## config.mk

```make
export PLATFORM = sky130hd
export DESIGN_NAME = uart_tx_fifo
export DESIGN_NICKNAME = d
export VERILOG_FILES = /design/src/rtl/uart_tx_fifo.sv
export SDC_FILE = /design/constraint.sdc
export NUM_CORES = 1
export LEC_CHECK = 0
export CAP_MARGIN = 20
export CORE_ASPECT_RATIO = 1.5
export CORE_MARGIN = 4
export CORE_UTILIZATION = 61
export CTS_CLUSTER_SIZE = 14
export DETAILED_ROUTE_END_ITERATION = 16
export GPL_TIMING_DRIVEN = 0
export PLACE_DENSITY = 0.81
export SLEW_MARGIN = 10
export SYNTH_ARGS = -nofsm -noshare
export SYNTH_HDL_FRONTEND = slang
export SYNTH_SLANG_ARGS = --single-unit
export TNS_END_PERCENT = 10
```

## constraint.sdc

```tcl
create_clock -name clk -period 6.7 [get_ports clk]
set_input_delay 1.005 -clock clk [delete_from_list [all_inputs] [get_ports clk]]
set_output_delay 1.005 -clock clk [all_outputs]
set_load 0.02 [all_outputs]
```

## src/rtl/uart_tx_fifo.sv

```systemverilog
// Transmit byte buffer in front of the UART transmitter: circular FIFO plus a
// two-state controller that issues one enable pulse per byte and waits for done.
module uart_tx_fifo #(
    parameter int DATA_WIDTH = 8,
    parameter int DEPTH      = 16,
    parameter int ADDR_WIDTH = 4
) (
    input  logic                  clk,
    input  logic                  rst,
    input  logic                  wr_en,
    input  logic [DATA_WIDTH-1:0] wr_data,
    output logic                  full,
    output logic                  empty,
    output logic [ADDR_WIDTH:0]   count,
    output logic                  overflow,
    output logic                  tx_en,
    output logic [DATA_WIDTH-1:0] tx_data,
    input  logic                  tx_done,
    output logic                  tx_busy
);

    typedef enum logic {IDLE = 1'b0, BUSY = 1'b1} state_t;

    localparam logic [ADDR_WIDTH:0] FULL_CNT = (ADDR_WIDTH + 1)'(DEPTH);

    logic [DATA_WIDTH-1:0] mem [DEPTH];

    state_t                state_q, state_d;
    logic [ADDR_WIDTH-1:0] wr_ptr_q, rd_ptr_q;
    logic [ADDR_WIDTH:0]   count_q, count_d;
    logic                  overflow_q;
    logic                  tx_en_q, tx_en_d;
    logic                  tx_busy_q, tx_busy_d;
    logic [DATA_WIDTH-1:0] tx_data_q, tx_data_d;
    logic                  wr_accept;
    logic                  pop;

    assign full      = (count_q == FULL_CNT);
    assign empty     = (count_q == '0);
    assign wr_accept = wr_en && !full;

    // Storage carries no reset; contents are only read once written.
    always_ff @(posedge clk) begin
        if (wr_accept) begin
            mem[wr_ptr_q] <= wr_data;
        end
    end

    always_comb begin
        state_d   = state_q;
        tx_en_d   = 1'b0;
        tx_busy_d = tx_busy_q;
        tx_data_d = tx_data_q;
        pop       = 1'b0;
        case (state_q)
            IDLE: begin
                if (!empty) begin
                    pop       = 1'b1;
                    tx_data_d = mem[rd_ptr_q];
                    tx_en_d   = 1'b1;
                    tx_busy_d = 1'b1;
                    state_d   = BUSY;
                end
            end
            BUSY: begin
                if (tx_done) begin
                    tx_busy_d = 1'b0;
                    state_d   = IDLE;
                end
            end
            default: state_d = IDLE;
        endcase
    end

    // A same-cycle write and pop leave the occupancy unchanged.
    always_comb begin
        count_d = count_q;
        case ({wr_accept, pop})
            2'b10:   count_d = count_q + (ADDR_WIDTH + 1)'(1);
            2'b01:   count_d = count_q - (ADDR_WIDTH + 1)'(1);
            default: count_d = count_q;
        endcase
    end

    always_ff @(posedge clk or posedge rst) begin
        if (rst) begin
            state_q    <= IDLE;
            wr_ptr_q   <= '0;
            rd_ptr_q   <= '0;
            count_q    <= '0;
            overflow_q <= 1'b0;
            tx_en_q    <= 1'b0;
            tx_busy_q  <= 1'b0;
            tx_data_q  <= '0;
        end else begin
            state_q   <= state_d;
            count_q   <= count_d;
            tx_en_q   <= tx_en_d;
            tx_busy_q <= tx_busy_d;
            tx_data_q <= tx_data_d;
            if (wr_accept) begin
                wr_ptr_q <= wr_ptr_q + ADDR_WIDTH'(1);
            end
            if (pop) begin
                rd_ptr_q <= rd_ptr_q + ADDR_WIDTH'(1);
            end
            if (wr_en && full) begin
                overflow_q <= 1'b1;
            end
        end
    end

    assign count    = count_q;
    assign overflow = overflow_q;
    assign tx_en    = tx_en_q;
    assign tx_busy  = tx_busy_q;
    assign tx_data  = tx_data_q;

endmodule
```

* Word level (Yosys, flattened, before mapping)
Memories as Yosys holds them, arrays and structs flattened. A register that Yosys moved wholly into a read port is not among the register bits.
Cells that the tools add are included.
** Operators by class
- Add/subtract/negate cells :: 4
- Muxes and demuxes :: 10
- Reduce and logical (&&, ||, !) cells :: 7
- Bitwise operators :: 2
- Equal/unequal tests :: 5
** Operators with widths (count)
- $pmux 5 s2 :: 1
- $add 4x1->4 const B :: 2
- $mux 1 :: 7
- $add 5x1->5 const B :: 1
- $eq 5x5->1 const B :: 1
- $logic_not 5->1 :: 1
- $sub 5x1->5 const B :: 1
- $ne 2x2->1 const B :: 2
- $pmux 1 s2 :: 2
- $reduce_and 2->1 :: 2
- $eq 2x1->1 const B :: 1
- $eq 2x2->1 const B :: 1
- $logic_and 1x1->1 :: 2
- $not 1->1 :: 2
- $reduce_bool 2->1 :: 1
- $logic_not 1->1 :: 1
** Storage, ports and cells
- Bits in writable memories :: 128
- Input bits :: 12
- Memories kept :: 1
- Logic and storage cells :: 36
- Bits in registers :: 17
- Output and inout bits :: 18
** Memory list
- mem :: depth 16, bits a word 8, rd ports 1, clocked after Yosys merged registers in 1, write ports 1, RTL line 26 : logic [DATA_WIDTH-1:0] mem [DEPTH];

* Logic depth before layout (Yosys ltp)
- Depth after elaboration :: 5
- Depth in mapped cells :: 12
- Gate-level depth less buffers :: 10

* Worst setup path before layout
OpenSTA, ideal clock, no wires.
- Kind :: input port to flip-flop
- Start :: in wr_en
- End :: reg count_q[4], in the netlist count[4]
- Library setup time :: 123 ps
- Stages :: 10
- Slack :: 3892 ps
- Path buffers :: 1
- Required time :: 6577 ps
- Arrival :: 2685 ps
- Path through :: a21boi_2 inv_1 ha_1 buf_2 xor2_1 ha_1 o211a_1 o31ai_1 a31oi_1 xnor2_1
** Between the ends
- Longest elaborated chain between the ends :: 3
- Elaborated cells on any way between the ends :: 5
- Classes of those cells :: 2 x eq/ne; 1 x mux; 2 x reduce/logical
** Ends and longest elaborated chain
- start, declared :: RTL line 10 : input logic wr_en,
- $logic_and 1x1->1 * :: RTL line 40 : assign wr_accept = wr_en && !full;
- $eq 2x1->1 or $eq 2x2->1 (tied branches) :: RTL line 78 : case ({wr_accept, pop})
- $pmux 5 s2 or $reduce_bool 2->1 (tied branches)
- end signal, assigned :: RTL line 97 : count_q <= count_d;
- end, declared :: RTL line 30 : logic [ADDR_WIDTH:0] count_q, count_d;
Every way passes the cells marked *; elsewhere a longest branch is shown, timed or not.
A chain may end at the register's enable or synchronous reset.

* Final worst setup path
- Start :: reg count_q[1], in the netlist count[1]
- End :: out full
** Between the ends
- Longest elaborated chain between the ends :: 1
** Ends and longest elaborated chain
- $eq 5x5->1 :: RTL line 38 : assign full = (count_q == FULL_CNT);
- end, declared :: RTL line 12 : output logic full,
No other way between the ends.

==> results.md <==
- Outcome: complete, no violations
- Final setup violating endpoints: 0
- Synthesized Nets: between 300 and 400
- Port bufs: 29
- Num CTS Buffers: 17
- Width of the die: between 90 and 100 um
- Worst-path clk slew: 0.06 ns
- Dominant cell type by area after synthesis: edfxtp_1
- HP Class: reg2reg
- VDD IR max: between 0.0002 and 0.0003 V
- Die area: ~12000 um^2
- Synth area leaders: edfxtp_1, dfrtp_1, mux4_2
- Clk buf depth: 2
- Worst-Margin Slew: approximately 0.8 ns
- Slew Limit Headroom: ~46%
- Min cycle time layout: between 3 and 4 ns
- Htree depth: 4
- CTS tree: yes
- Routing usage on met2: a little over a third
- CP startpoint kind: register
- Max Cap Viol: 0
- Syn avg cell area: around 19 um^2
- GR Util met3: a little under 6%
- Met1 Use GR: about a quarter
- Via/cell ratio: ~6.3
- Antenna cells: 0
- Setup bufs post-CTS: 0
- RSZ-0062 raised after global routing: no
- Gr busiest metal: met2
- Worst Path Max Fanout: 9
- Post-Synthesis Cells: ~330
- Fillers: ~540
- CP arrival: ~2.3 ns
- Vias in the first global route: ~3400
- Ports: 30
- Final wirelength: 11.89 mm
- Hold_ws: around 0.45 ns
- Synth cell types: 36
- Antenna violations before repair: 0
- Maximum number of pins on one net before global-route repair: 26
- First-pass GRT wire length: about 19 mm
- Gpl congestion: 0.8457
- Vias: ~3200
- Peak per-stage delay on the critical path: roughly 0.64 ns
- Worst EP required: 5.69 ns
- Leakage: between 2 and 3 nW
- Gr ovfl total: 0
- Largest delay contributor family on the critical path: buffers and inverters
- Wire length per cell: around 23 um
- Core area: about 10000 um^2
- CTS sink count: 153
- CP bufs+invs: 2
- Peak Freq: between 300 and 400 MHz
- FF+latch area: between 4000 and 5000 um^2
- Synth top area share: approximately three fifths
- Flops & latches, synth: 153
- Sequential-to-total area share from yosys stat: between 70% and 80%
- Layout cells sized above 1: about a fifth
- CTS Hold Bufs: 0
- Power per cell area: about 440 nW/um^2
- Fraction of registers with async set/reset: between 10% and 20%
- Std cell rows: 44
- Clk_lat worst skew: between 0.4 and 0.5 ns
- Final period util: between 40% and 50%
- Synth Cell Area: approximately 6200 um^2
- Critical setup path kind: reg2out
- Detail Route Antenna Nets: 0
- Post-route setup TNS: 0 ns
- CTS resizes: 0
- Post-synth top cells: edfxtp_1, dfrtp_1, mux4_2, nand2_1, nor2_1
- Max-slew violation count: 0
- EDFF count, synth: 128
- Die H: 131.5 um
- Final HPWL DP: roughly 7.9 mm
- Crit path cell chain: buf_4, or4_1, nor2_1, clkdlybuf4s50_1
- Slowest CP cell: clkdlybuf4s50_1
- First-pass DRT Iterations: 5
- Crit. End Element: output pin
- Primary FF master, synth: edfxtp_1
- Most common cell in the netlist: edfxtp_1
- Tot GR Track Use: a little over a fifth
- # nets final: approximately 400
- Root Driver: clkbuf_16
- Area of the multi-input gates: approximately 1600 um^2
- Layout Skew: about 0.0057 ns
- Ys Warns: 0
- Initial drt markers: 281
- Initial Util: between 60 and 70%
- # DRC: 0
- Final Hold Viols: 0
- Synth-to-layout area growth: 17.91%
## layout by cell type (no fill, tap or decap), drive strengths merged
cell type | synthesis | final
a311oi | 1 | 1
mux4 | 32 | 32
buf | 16 | 20
clkinvlp | 0 | 3
xor2 | 3 | 3
nor2 | 17 | 17
a21boi | 1 | 1
nor4 | 1 | 1
o21ai | 4 | 4
nand2 | 23 | 23
nand2b | 5 | 5
a21o | 3 | 3
nor3b | 1 | 1
a21oi | 5 | 5
dfrtp | 25 | 25
and3b | 1 | 1
nand4 | 2 | 2
a31oi | 1 | 1
edfxtp | 128 | 128
mux2 | 1 | 1
ha | 9 | 9
xnor2 | 7 | 7
inv | 8 | 11
clkdlybuf4s50 | 0 | 29
o211a | 1 | 1
clkbuf | 2 | 20
o31ai | 1 | 1
clkinv | 0 | 4
nor3 | 4 | 4
nor2b | 1 | 1
mux2i | 16 | 16
o221ai | 8 | 8
bufinv | 0 | 4
or4 | 1 | 1
## logic make-up (layout without fill, tap and decap cells)
family / after synthesis / in the layout / synth area share (%)
compound gates: 25 / 25 / 2.925
xor+xnor: 10 / 10 / 1.412
fa+ha+maj: 9 / 9 / 1.816
buf+inv: 26 / 91 / 2.582
flops: 153 / 153 / 72.06
mux: 49 / 49 / 14.93
simple gates: 56 / 56 / 4.277
## power by group
group / total [mW] / switching, mW / internal, mW / leakage, nW
logic: 0.992 / 0.536 / 0.456 / 0.846
registers: 1.25 / 0.0668 / 1.18 / 1.45
clock network: 1.00 / 0.375 / 0.625 / 0.295
total: 3.24 / 0.978 / 2.27 / 2.60
## sequential cells by signal, indices dropped and copies added, names as in the netlist
| register | flops |
|---|---|
| tx_data | 8 |
| wr_ptr_q | 4 |
| overflow | 1 |
| rd_ptr_q | 4 |
| tx_busy | 1 |
| count | 5 |
| tx_en | 1 |
| mem | 128 |
| state_q | 1 |
## worst paths after layout
check,to,depth (start not counted),slack [ns],start
worst max-delay path,full,4,3.42,count[1]
min in group asynchronous,tx_en,2,0.81,rst
worst min-delay path,overflow,1,0.45,overflow
worst max register to register,count[4],12,3.97,count[2]
worst min register to register,overflow,1,0.45,overflow
max in group asynchronous,count[0],3,5.52,rst
## per-layer routing
metal / wire, um / vias to the layer above
li1: - / 1407
met1: 4555 / 1620
met2: 6264 / 129
met3: 581 / 36
met4: 489 / 0
met5: 0 / -
## stage by stage
step / worst slack (ns) / instance area [um^2] / power (mW) / utilization [%] / instances
finish: 3.425 / 7313 / 3.243 / 74.63 / 508
global route: 3.337 / 7313 / 3.381 / 74.63 / 508
CTS: 3.399 / 7286 / 3.261 / 74.35 / 507
detailed placement: 3.127 / 6661 / 2.257 / 67.98 / 475
global placement: 3.224 / 6636 / 2.216 / 67.72 / 472
floorplan: 3.892 / 6202 / 1.934 / - / 328
## layout make-up
class,count,share of cell area (%)
sequential,153,61.11
multi-input combinational,149,21.57
clock buffer,18,5.868
timing repair buffer,33,4.619
clock inverter,14,2.669
tap,115,1.967
buffer,18,1.779
inverter,8,0.4106
Power figures use the tool's default switching activity.
